**config.mk**
```make
export PLATFORM = sky130hd
export DESIGN_NAME = comparator_2b_bist
export DESIGN_NICKNAME = d
export VERILOG_FILES = /design/src/rtl/comparator_2b_bist.sv
export SDC_FILE = /design/constraint.sdc
export NUM_CORES = 1
export LEC_CHECK = 0
export ABC_AREA = 1
export CAP_MARGIN = 20
export CORE_MARGIN = 2
export CORE_UTILIZATION = 35
export DETAILED_ROUTE_END_ITERATION = 7
export GPL_TIMING_DRIVEN = 0
export MAX_ROUTING_LAYER = met4
export PLACE_DENSITY_LB_ADDON = 0.15
export SLEW_MARGIN = 15
export SYNTH_ARGS = -nofsm -noshare
export SYNTH_HDL_FRONTEND = slang
export SYNTH_SLANG_ARGS = --single-unit
```
**constraint.sdc**
```tcl
create_clock -name clk -period 1.5 [get_ports clk]
set_clock_uncertainty 0.15 [all_clocks]
set_input_delay 0.375 -clock clk [delete_from_list [all_inputs] [get_ports clk]]
set_output_delay 0.375 -clock clk [all_outputs]
set_load 0.02 [all_outputs]
```
**src/rtl/comparator_2b_bist.sv**
```systemverilog
// -----------------------------------------------------------------------------
// comparator_2b_bist
//
// Built-in self-test sequencer for a WIDTH-bit magnitude comparator. It walks
// every (A,B) operand pair in A-major order, holds each pair for SETTLE_CYCLES
// cycles, then samples the comparator's three flags for one cycle. Each sampled
// flag triple is compared with the expected {A>B, A==B, A<B}, and failing
// vectors are counted.
//
// Optional feature (compile-time macro BIST_FIRST_FAIL_EN):
//   When defined, the operands and observed flags of the first failing vector
//   of a sweep are captured on fail_a / fail_b / fail_flags.
//
// Parameters
//   WIDTH          operand width; a sweep covers 2**(2*WIDTH) vectors
//   SETTLE_CYCLES  cycles each operand pair is held before sampling (>= 1)
//
// Ports
//   clk         in   clock, rising edge
//   rst_n       in   asynchronous active-low reset
//   start       in   begin a sweep (only honoured while idle or done)
//   A_out       out  operand A to the comparator (registered)
//   B_out       out  operand B to the comparator (registered)
//   A_great_B   in   comparator flag under test
//   A_equal_B   in   comparator flag under test
//   A_less_B    in   comparator flag under test
//   busy        out  sweep in progress
//   done        out  sweep complete, held until the next accepted start
//   pass        out  valid while done=1; 1 when no vector failed
//   err_count   out  number of failing vectors, saturating
//   fail_a      out  (BIST_FIRST_FAIL_EN) operand A of first failing vector
//   fail_b      out  (BIST_FIRST_FAIL_EN) operand B of first failing vector
//   fail_flags  out  (BIST_FIRST_FAIL_EN) observed {gt,eq,lt} of that vector
// -----------------------------------------------------------------------------
module comparator_2b_bist #(
    parameter int WIDTH         = 2,
    parameter int SETTLE_CYCLES = 2
) (
    input  logic               clk,
    input  logic               rst_n,
    input  logic               start,
    output logic [WIDTH-1:0]   A_out,
    output logic [WIDTH-1:0]   B_out,
    input  logic               A_great_B,
    input  logic               A_equal_B,
    input  logic               A_less_B,
    output logic               busy,
    output logic               done,
    output logic               pass,
    output logic [2*WIDTH:0]   err_count
`ifdef BIST_FIRST_FAIL_EN
    ,
    output logic [WIDTH-1:0]   fail_a,
    output logic [WIDTH-1:0]   fail_b,
    output logic [2:0]         fail_flags
`endif
);

    localparam int IW = 2 * WIDTH;
    localparam int EW = 2 * WIDTH + 1;
    // Counter only has to hold SETTLE_CYCLES-1.
    localparam int CW = (SETTLE_CYCLES > 1) ? $clog2(SETTLE_CYCLES) : 1;
    localparam logic [CW-1:0] SETTLE_LOAD = CW'(SETTLE_CYCLES - 1);
    localparam logic [IW-1:0] INDEX_MAX   = '1;

    typedef enum logic [1:0] {
        IDLE   = 2'd0,
        SETTLE = 2'd1,
        CHECK  = 2'd2,
        DONE   = 2'd3
    } state_t;

    state_t            state_reg;
    state_t            state_next;
    logic [IW-1:0]     index_reg;
    logic [IW-1:0]     index_inc;
    logic [WIDTH-1:0]  a_reg;
    logic [WIDTH-1:0]  b_reg;
    logic [CW-1:0]     settle_cnt_reg;
    logic [EW-1:0]     err_count_reg;
    logic              accept;
    logic              vec_fail;
    logic [2:0]        observed;
    logic [2:0]        expected;

    assign accept    = ((state_reg == IDLE) || (state_reg == DONE)) && start;
    assign index_inc = index_reg + IW'(1);
    assign observed  = {A_great_B, A_equal_B, A_less_B};
    assign expected  = {a_reg > b_reg, a_reg == b_reg, a_reg < b_reg};
    // A non-one-hot flag triple can never equal the one-hot expectation, so
    // this single compare also catches one-hot violations.
    assign vec_fail  = (observed != expected);

    // ---------------- state register ----------------
    always_ff @(posedge clk or negedge rst_n) begin
        if (!rst_n) begin
            state_reg <= IDLE;
        end else begin
            state_reg <= state_next;
        end
    end

    // ---------------- next-state logic ----------------
    always_comb begin
        state_next = state_reg;
        case (state_reg)
            IDLE, DONE: if (start) state_next = SETTLE;
            SETTLE:     if (settle_cnt_reg == '0) state_next = CHECK;
            CHECK:      state_next = (index_reg == INDEX_MAX) ? DONE : SETTLE;
            default:    state_next = IDLE;
        endcase
    end

    // ---------------- outputs ----------------
    always_comb begin
        busy = (state_reg == SETTLE) || (state_reg == CHECK);
        done = (state_reg == DONE);
        // err_count is already final once DONE is entered.
        pass = (state_reg == DONE) && (err_count_reg == '0);
    end

    assign A_out     = a_reg;
    assign B_out     = b_reg;
    assign err_count = err_count_reg;

    // ---------------- datapath ----------------
    always_ff @(posedge clk or negedge rst_n) begin
        if (!rst_n) begin
            index_reg      <= '0;
            a_reg          <= '0;
            b_reg          <= '0;
            settle_cnt_reg <= '0;
            err_count_reg  <= '0;
        end else if (accept) begin
            index_reg      <= '0;
            a_reg          <= '0;
            b_reg          <= '0;
            settle_cnt_reg <= SETTLE_LOAD;
            err_count_reg  <= '0;
        end else begin
            case (state_reg)
                SETTLE: begin
                    if (settle_cnt_reg != '0) begin
                        settle_cnt_reg <= settle_cnt_reg - CW'(1);
                    end
                end
                CHECK: begin
                    if (vec_fail && (err_count_reg != '1)) begin
                        err_count_reg <= err_count_reg + EW'(1);
                    end
                    // Index stops at max; the sweep ends instead of wrapping.
                    if (index_reg != INDEX_MAX) begin
                        index_reg      <= index_inc;
                        a_reg          <= index_inc[IW-1:WIDTH];
                        b_reg          <= index_inc[WIDTH-1:0];
                        settle_cnt_reg <= SETTLE_LOAD;
                    end
                end
                default: ;
            endcase
        end
    end

`ifdef BIST_FIRST_FAIL_EN
    logic              fail_seen_reg;
    logic [WIDTH-1:0]  fail_a_reg;
    logic [WIDTH-1:0]  fail_b_reg;
    logic [2:0]        fail_flags_reg;

    // Only the first failure of a sweep is kept; later ones are ignored.
    always_ff @(posedge clk or negedge rst_n) begin
        if (!rst_n) begin
            fail_seen_reg  <= 1'b0;
            fail_a_reg     <= '0;
            fail_b_reg     <= '0;
            fail_flags_reg <= '0;
        end else if (accept) begin
            fail_seen_reg  <= 1'b0;
            fail_a_reg     <= '0;
            fail_b_reg     <= '0;
            fail_flags_reg <= '0;
        end else if ((state_reg == CHECK) && vec_fail && !fail_seen_reg) begin
            fail_seen_reg  <= 1'b1;
            fail_a_reg     <= a_reg;
            fail_b_reg     <= b_reg;
            fail_flags_reg <= observed;
        end
    end

    assign fail_a     = fail_a_reg;
    assign fail_b     = fail_b_reg;
    assign fail_flags = fail_flags_reg;
`endif

endmodule
```
==> results of run 1 <==
## layout by cell type (no fill, tap or decap), types with 2 or more instances in the layout
master / n
nor2_2: 3
ha_2: 2
buf_6: 13
o21ai_0: 2
nor2_4: 3
ha_4: 8
buf_2: 5
nor2_1: 3
clkdlybuf4s50_1: 5
nand3_1: 6
buf_4: 15
nand2_1: 18
nand3_2: 5
xor2_1: 3
inv_2: 7
a21oi_1: 2
nand2_4: 5
dfrtp_1: 5
nand4_1: 5
nand2_2: 6
clkbuf_4: 3
dfrtp_2: 7
inv_1: 10
## final timing paths
kind	from	end	slack (ns)	depth (start not counted)
max	err_count[1]$_DFFE_PN0P_	pass	-0.30	5
min	rst_n	settle_cnt_reg$_DFFE_PN0P_	0.30	1
max reg2reg	err_count[0]$_DFFE_PN0P_	err_count[4]$_DFFE_PN0P_	-0.21	9
min reg2reg	settle_cnt_reg$_DFFE_PN0P_	settle_cnt_reg$_DFFE_PN0P_	0.35	2
max in group asynchronous	rst_n	err_count[1]$_DFFE_PN0P_	0.48	1
min in group clk	settle_cnt_reg$_DFFE_PN0P_	settle_cnt_reg$_DFFE_PN0P_	0.35	2
## metrics by stage
stage	setup TNS, ns	total power [mW]	util [%]
2_1_floorplan	-0.514	1.19	-
3_3_place_gp	-2.68	1.46	48.7
3_5_place_dp	-2.78	1.48	48.7
4_1_cts	-1.70	2.04	59.5
5_1_grt	-3.23	2.57	65.7
6_report	-1.99	2.37	65.7
## what timing repair did
item                                    in CTS  in global routing
gates cloned                                 0                  0
pin swaps                                    9                 15
endpoints found under the setup margin      23                 20
hold endpoints to repair                     0                  0
resized for setup                           77                 32
buffers inserted                            16                  9
## logic make-up (layout without fill, tap and decap cells)
group	Yosys count	after routing	share of synthesized area [%]
adders and majority gates	11	11	15.9
xor gates and xnor gates	3	3	3.04
AOI/OAI and AO/OA	8	8	4.93
buffers and inverters	19	62	8.40
DFF	12	12	34.8
and+or+nand+nor	58	58	32.9
## power groups by stage
stage / logic (mW) / registers, mW / clock network [mW]
after floorplan: 0.639 / 0.547 / 0
after global placement: 0.948 / 0.515 / 0
after CTS: 1.32 / 0.503 / 0.223
after detailed placement: 0.962 / 0.518 / 0
final: 1.65 / 0.507 / 0.217
after global routing: 1.81 / 0.520 / 0.243
## worst max-delay path: stages (launching register included)
cell and delay (ns):
dfrtp_2 0.44, inv_2 0.08, ha_4 0.12, nand2_2 0.05, nor3b_2 0.16, buf_4 0.16
## layout make-up
cell class	instances	area [µm²]	area share [%]
inverters	18	70.1	4.69
plain buffers	1	5.00	0.335
flip-flops and latches	12	309	20.7
well taps	28	35.0	2.34
multi-input cells	80	707	47.3
repair buffers	39	343	22.9
clock buffers	4	26.3	1.76
## per-layer routing
metal,share of wire (%),track usage (%)
met2,49,26.2
met3,4.6,2.50
met4,1.9,9.40
met1,44,20.1
met5,0,-
==> run_results.csv, run 1 <==
group,metric,value,unit
grt,grt_pass1_vias,791,
drt,vias,899,
min_path,hp-class,"in2async",
timing,layout_setup_ws,-0.296,ns
flow_run,maxCapViolations,0,
logic_synthesis,syn_avg_cell_area,7.78,µm²
floorplan,die-width,53.7,µm
clock_tree,clk_pin_slew_worst_paths,0.08,ns
timing,worstMarginPinSlew,0.573,ns
placement,gp_congestion,0.825,
logic_synthesis,syn-instance-count,111,
clock_tree,clock_latency,0.28,ns
timing,setup_viol,16,
pwr,clkPwrFrac,9.2,%
floorplan,core-area,0.00228,mm²
grt,grt_pass1_wl,3330,µm
floorplan,start_util,37.9,%
drt,postRouteAntennaNets,0,
pwr,p_switching,1.05,mW
drt,first_pass_iters,4,
logic_synthesis,synth-edff-count,0,
floorplan,die_h,53.7,µm
pwr,internal_power,1.32,mW
pwr,power.density,1590,mW/mm²
layout,layout-drive-gt1-share,57.8,%
logic_synthesis,synth.area.top_cells,"dfrtp_1, ha_1, nand2_1, inv_1, nand3_1",
timing,finalCritPeriodShare,120,%
logic_synthesis,synth_warnings,0,
timing,hold_viol_final,0,
layout,layout.cells.non_filler,182,
timing,rsz0062_at_grt,"true",
pwr,swShare,44.4,%
clock_tree,ctsHoldBuffers,0,
drt,post_drt_wl_per_cell,11.9,µm
logic_synthesis,ys.flop_type,"dfrtp_1",
setup_path,crit_path_start_kind,"register",
timing,slew_violations,0,
status,status,"finished with violations",
layout,fillers,176,
drt,initialDrtViolationCount,15,
clock_tree,cts_tree,"done",
timing,max_freq,557,MHz
logic_synthesis,ys_seq_area_share,34.8,%
logic_synthesis,synthDistinctLibCells,21,
layout,post-route-cell-area,0.00150,mm²
logic_synthesis,async_reset_ff_share,100,%
floorplan,num_rows,17,
clock_tree,cts_buffer_depth,2,
timing,relSlewSlack,61.7,%
clock_tree,clockRootBuffer,"clkbuf_4",
pwr,p_leak,0.719,nW
drt,vias_per_cell,4.94,
layout,nets,172,
setup_path,required,0.97,ns
logic_synthesis,yosys.area.top_type,"dfrtp_1",
floorplan,die_area,0.00288,mm²
logic_synthesis,synth_nets,128,
grt,grtUsageTotal,16.6,%
clock_tree,cts.sinks,12,
grt,grt_overflow,0,
placement,postPlaceCellArea,0.00111,mm²
grt,grt_start_max_net_pins,13,
floorplan,pin_count,18,
drt,wl,2170,µm
layout,largest_reg_flops,5,
status,violations,"setup timing",
pwr,p_comb_share,69.5,%
logic_synthesis,netlist.area_leader.share,34.8,%
logic_synthesis,synthTopCellsByCount,"nand2_1, inv_1, dfrtp_1, ha_1, nand3_1",
clock_tree,htree_levels,1,
logic_synthesis,yosysMostFrequentCell,"nand2_1",
layout,syn2layout_area_growth,73.2,%
clock_tree,cts_inserted_buffers,3,
setup_path,crit_fanout,3,
placement,dp.final_hpwl,1290,µm
logic_synthesis,synth_seq_cells,12,
timing,min_period,1.80,ns
pwr,p_seq_share,21.4,%
layout,diodes,0,
logic_synthesis,netlist_area,863,µm²
placement,placed_cells,156,
setup_path,crit_type,"reg2out",
pwr,peakVddDrop,1.51,mV
placement,dp_slack,-0.504,ns
grt,grt_antenna_before_repair,0,
setup_path,cp.arrival,1.27,ns
placement,portBuffers,17,
setup_path,critPathCaptureType,"output pin",
drt,drc,0,
timing,hold_ws,0.303,ns
(Power assumes the default switching activity.)
==> run 2: changes to the inputs <==
--- a/config.mk
+++ b/config.mk
@@ -7,12 +7,13 @@
 export LEC_CHECK = 0
 export ABC_AREA = 1
 export CAP_MARGIN = 20
-export CORE_MARGIN = 2
+export CORE_MARGIN = 8
 export CORE_UTILIZATION = 35
 export DETAILED_ROUTE_END_ITERATION = 7
 export GPL_TIMING_DRIVEN = 0
 export MAX_ROUTING_LAYER = met4
 export PLACE_DENSITY_LB_ADDON = 0.15
+export RECOVER_POWER = 25
 export SLEW_MARGIN = 15
 export SYNTH_ARGS = -nofsm -noshare
 export SYNTH_HDL_FRONTEND = slang
==> run 2 against run 1 <==
Design area up 3.7%. The flow still finishes with violations (setup timing). Combinational power up 5%. Largest cell class unchanged. Total power up 3.5%. Utilization down 1.4 points. Global-route usage down 3.8 points. Worst setup slack worse by 0.023 ns. Sequential power down 1%. Final cell count up 4.9%. Register-to-register slack worse by 0.09 ns. Die area up 50%.
==> run_results.csv, run 2 (same netlist as run 1, synthesis figures left out) <==
group,metric,value,unit
status,status,"finished with violations",
status,violations,"setup timing",
pwr,power.density,1580,mW/mm²
placement,placed_cells,158,
pwr,p_leak,0.744,nW
placement,gp_congestion,0.812,
timing,relSlewSlack,61.6,%
setup_path,crit_slowest_cell,"dfrtp_2",
setup_path,critPathCaptureType,"output pin",
timing,min_period,1.82,ns
drt,postRouteAntennaNets,0,
floorplan,die_area,0.00431,mm²
setup_path,crit_path_start_kind,"register",
setup_path,startpoint,"err_count[0]$_DFFE_PN0P_",
setup_path,cp.arrival,1.29,ns
clock_tree,clockRootBuffer,"clkbuf_4",
layout,final_util,64.3,%
setup_path,path_delay_family,"flip-flops",
placement,postPlaceCellArea,0.00111,mm²
floorplan,core-area,0.00241,mm²
layout,syn2layout_area_growth,79.6,%
drt,first_pass_iters,4,
timing,worstMarginPinSlew,0.574,ns
floorplan,num_rows,18,
timing,setup_viol,11,
grt,grt_pass1_vias,980,
layout,layout-drive-gt1-share,60.9,%
setup_path,crit_fanout,2,
setup_path,rr_endpoint,"err_count[0]$_DFFE_PN0P_",
layout,layout.cells.non_filler,191,
layout,nets,179,
placement,portBuffers,17,
floorplan,die-width,65.7,µm
timing,finalCritPeriodShare,121,%
pwr,peakVddDrop,1.36,mV
grt,grt_overflow,0,
timing,layout_setup_ws,-0.319,ns
clock_tree,cts_tree,"done",
clock_tree,cts_buffer_depth,2,
layout,post-route-cell-area,0.00155,mm²
setup_path,crit_type,"reg2out",
drt,initialDrtViolationCount,29,
floorplan,pin_count,18,
clock_tree,cts_inserted_buffers,3,
layout,largest_reg_flops,5,
clock_tree,ctsHoldBuffers,0,
floorplan,die_h,65.7,µm
timing,rsz0062_at_grt,"true",
clock_tree,cts.sinks,12,
setup_path,crit_buf_inv,2,
setup_path,path_depth,5,
grt,grtUsageTotal,12.8,%
min_path,hp-class,"reg2reg",
setup_path,worstPathCellList,"inv_2 -> ha_4 -> nand2_4 -> nor3b_2 -> buf_4",
timing,hold_ws,0.351,ns
grt,grt_antenna_before_repair,0,
setup_path,worstSetupEndpoint,"pass",
grt,grt_start_max_net_pins,13,
timing,max_freq,550,MHz
clock_tree,htree_levels,1,
drt,vias,937,
setup_path,reg2regPathDepth,10,
flow_run,maxCapViolations,0,
grt,grt_pass1_wl,4240,µm
setup_path,required,0.97,ns
floorplan,start_util,35.8,%
drt,wl,2660,µm
timing,hold_viol_final,0,
layout,diodes,0,
clock_tree,clock_latency,0.27,ns
timing,final.setup.tns,-2.25,ns
setup_path,r2r_slack,-0.30,ns
setup_path,r2r-start,"err_count[0]$_DFFE_PN0P_",
drt,vias_per_cell,4.91,
timing,slew_violations,0,
layout,layout_common_cells,"nand2_1, buf_6, buf_4",
placement,dp.final_hpwl,1400,µm
setup_path,max_stage_delay,0.43,ns
clock_tree,clk_pin_slew_worst_paths,0.08,ns
drt,drc,0,
drt,post_drt_wl_per_cell,13.9,µm
## run 2: changes by cell type in the layout (fill, tap and decap cells not counted), sizes merged
cell and change:
dlygate4sd3 +1, buf +8, dlygate4sd2 -1, clkdlybuf4s50 -1
## run 2: area by class of cell
type	count	area, µm²
sequential	12	310
clock buffer	4	26.3
tap	30	37.5
fill	200	860
timing repair buffer	46	414
inverter	18	72.6
buffer	1	5.00
multi-input combinational	80	684
## run 2: power breakdown
part / internal [mW] / switching, mW
clock: 0.103 / 0.112
combinational: 0.853 / 0.886
sequential: 0.411 / 0.0896
## run 2: timing repair
item                                    CTS  global route
gates resized for setup                  91            29
gates cloned                              0             0
setup buffers                            26             6
endpoints found under the setup margin   23            20
pin swaps                                17            20
## run 2: how the worst min path moves through the flow
stage                                           from                    endpoint  slack, ns  cells after the start
after floorplan                                rst_n    err_count[0]$_DFFE_PN0P_      -0.07                      0
after global placement    settle_cnt_reg$_DFFE_PN0P_  settle_cnt_reg$_DFFE_PN0P_       0.31                      2
after detailed placement  settle_cnt_reg$_DFFE_PN0P_  settle_cnt_reg$_DFFE_PN0P_       0.31                      2
after CTS                                      rst_n  settle_cnt_reg$_DFFE_PN0P_       0.32                      1
after global routing      settle_cnt_reg$_DFFE_PN0P_  settle_cnt_reg$_DFFE_PN0P_       0.38                      2
final                     settle_cnt_reg$_DFFE_PN0P_  settle_cnt_reg$_DFFE_PN0P_       0.35                      2
## run 2: metrics by stage
stage,total power [mW],setup slack [ns]
6_report,2.45,-0.319
5_1_grt,2.64,-0.397
4_1_cts,2.18,-0.314
3_5_place_dp,1.48,-0.513
3_3_place_gp,1.47,-0.501
2_1_floorplan,1.19,-0.0875
## run 2: worst min-delay path, delay by kind of cell (launching register included)
kind          cells  cell delay [ns]
flops             1             0.37
simple gates      2             0.11
## run 2: layer usage
metal  part of all wire, %  global-route usage (%)  vias to the layer above  wire (µm)
li1                      -                       -                      456          -
met1                    42                    12.5                      445       1120
met2                    50                    23.4                       28       1320
met3                   5.5                    2.55                        8        146
met4                   2.4                    5.99                        0         64
met5                     0                       -                        -          0
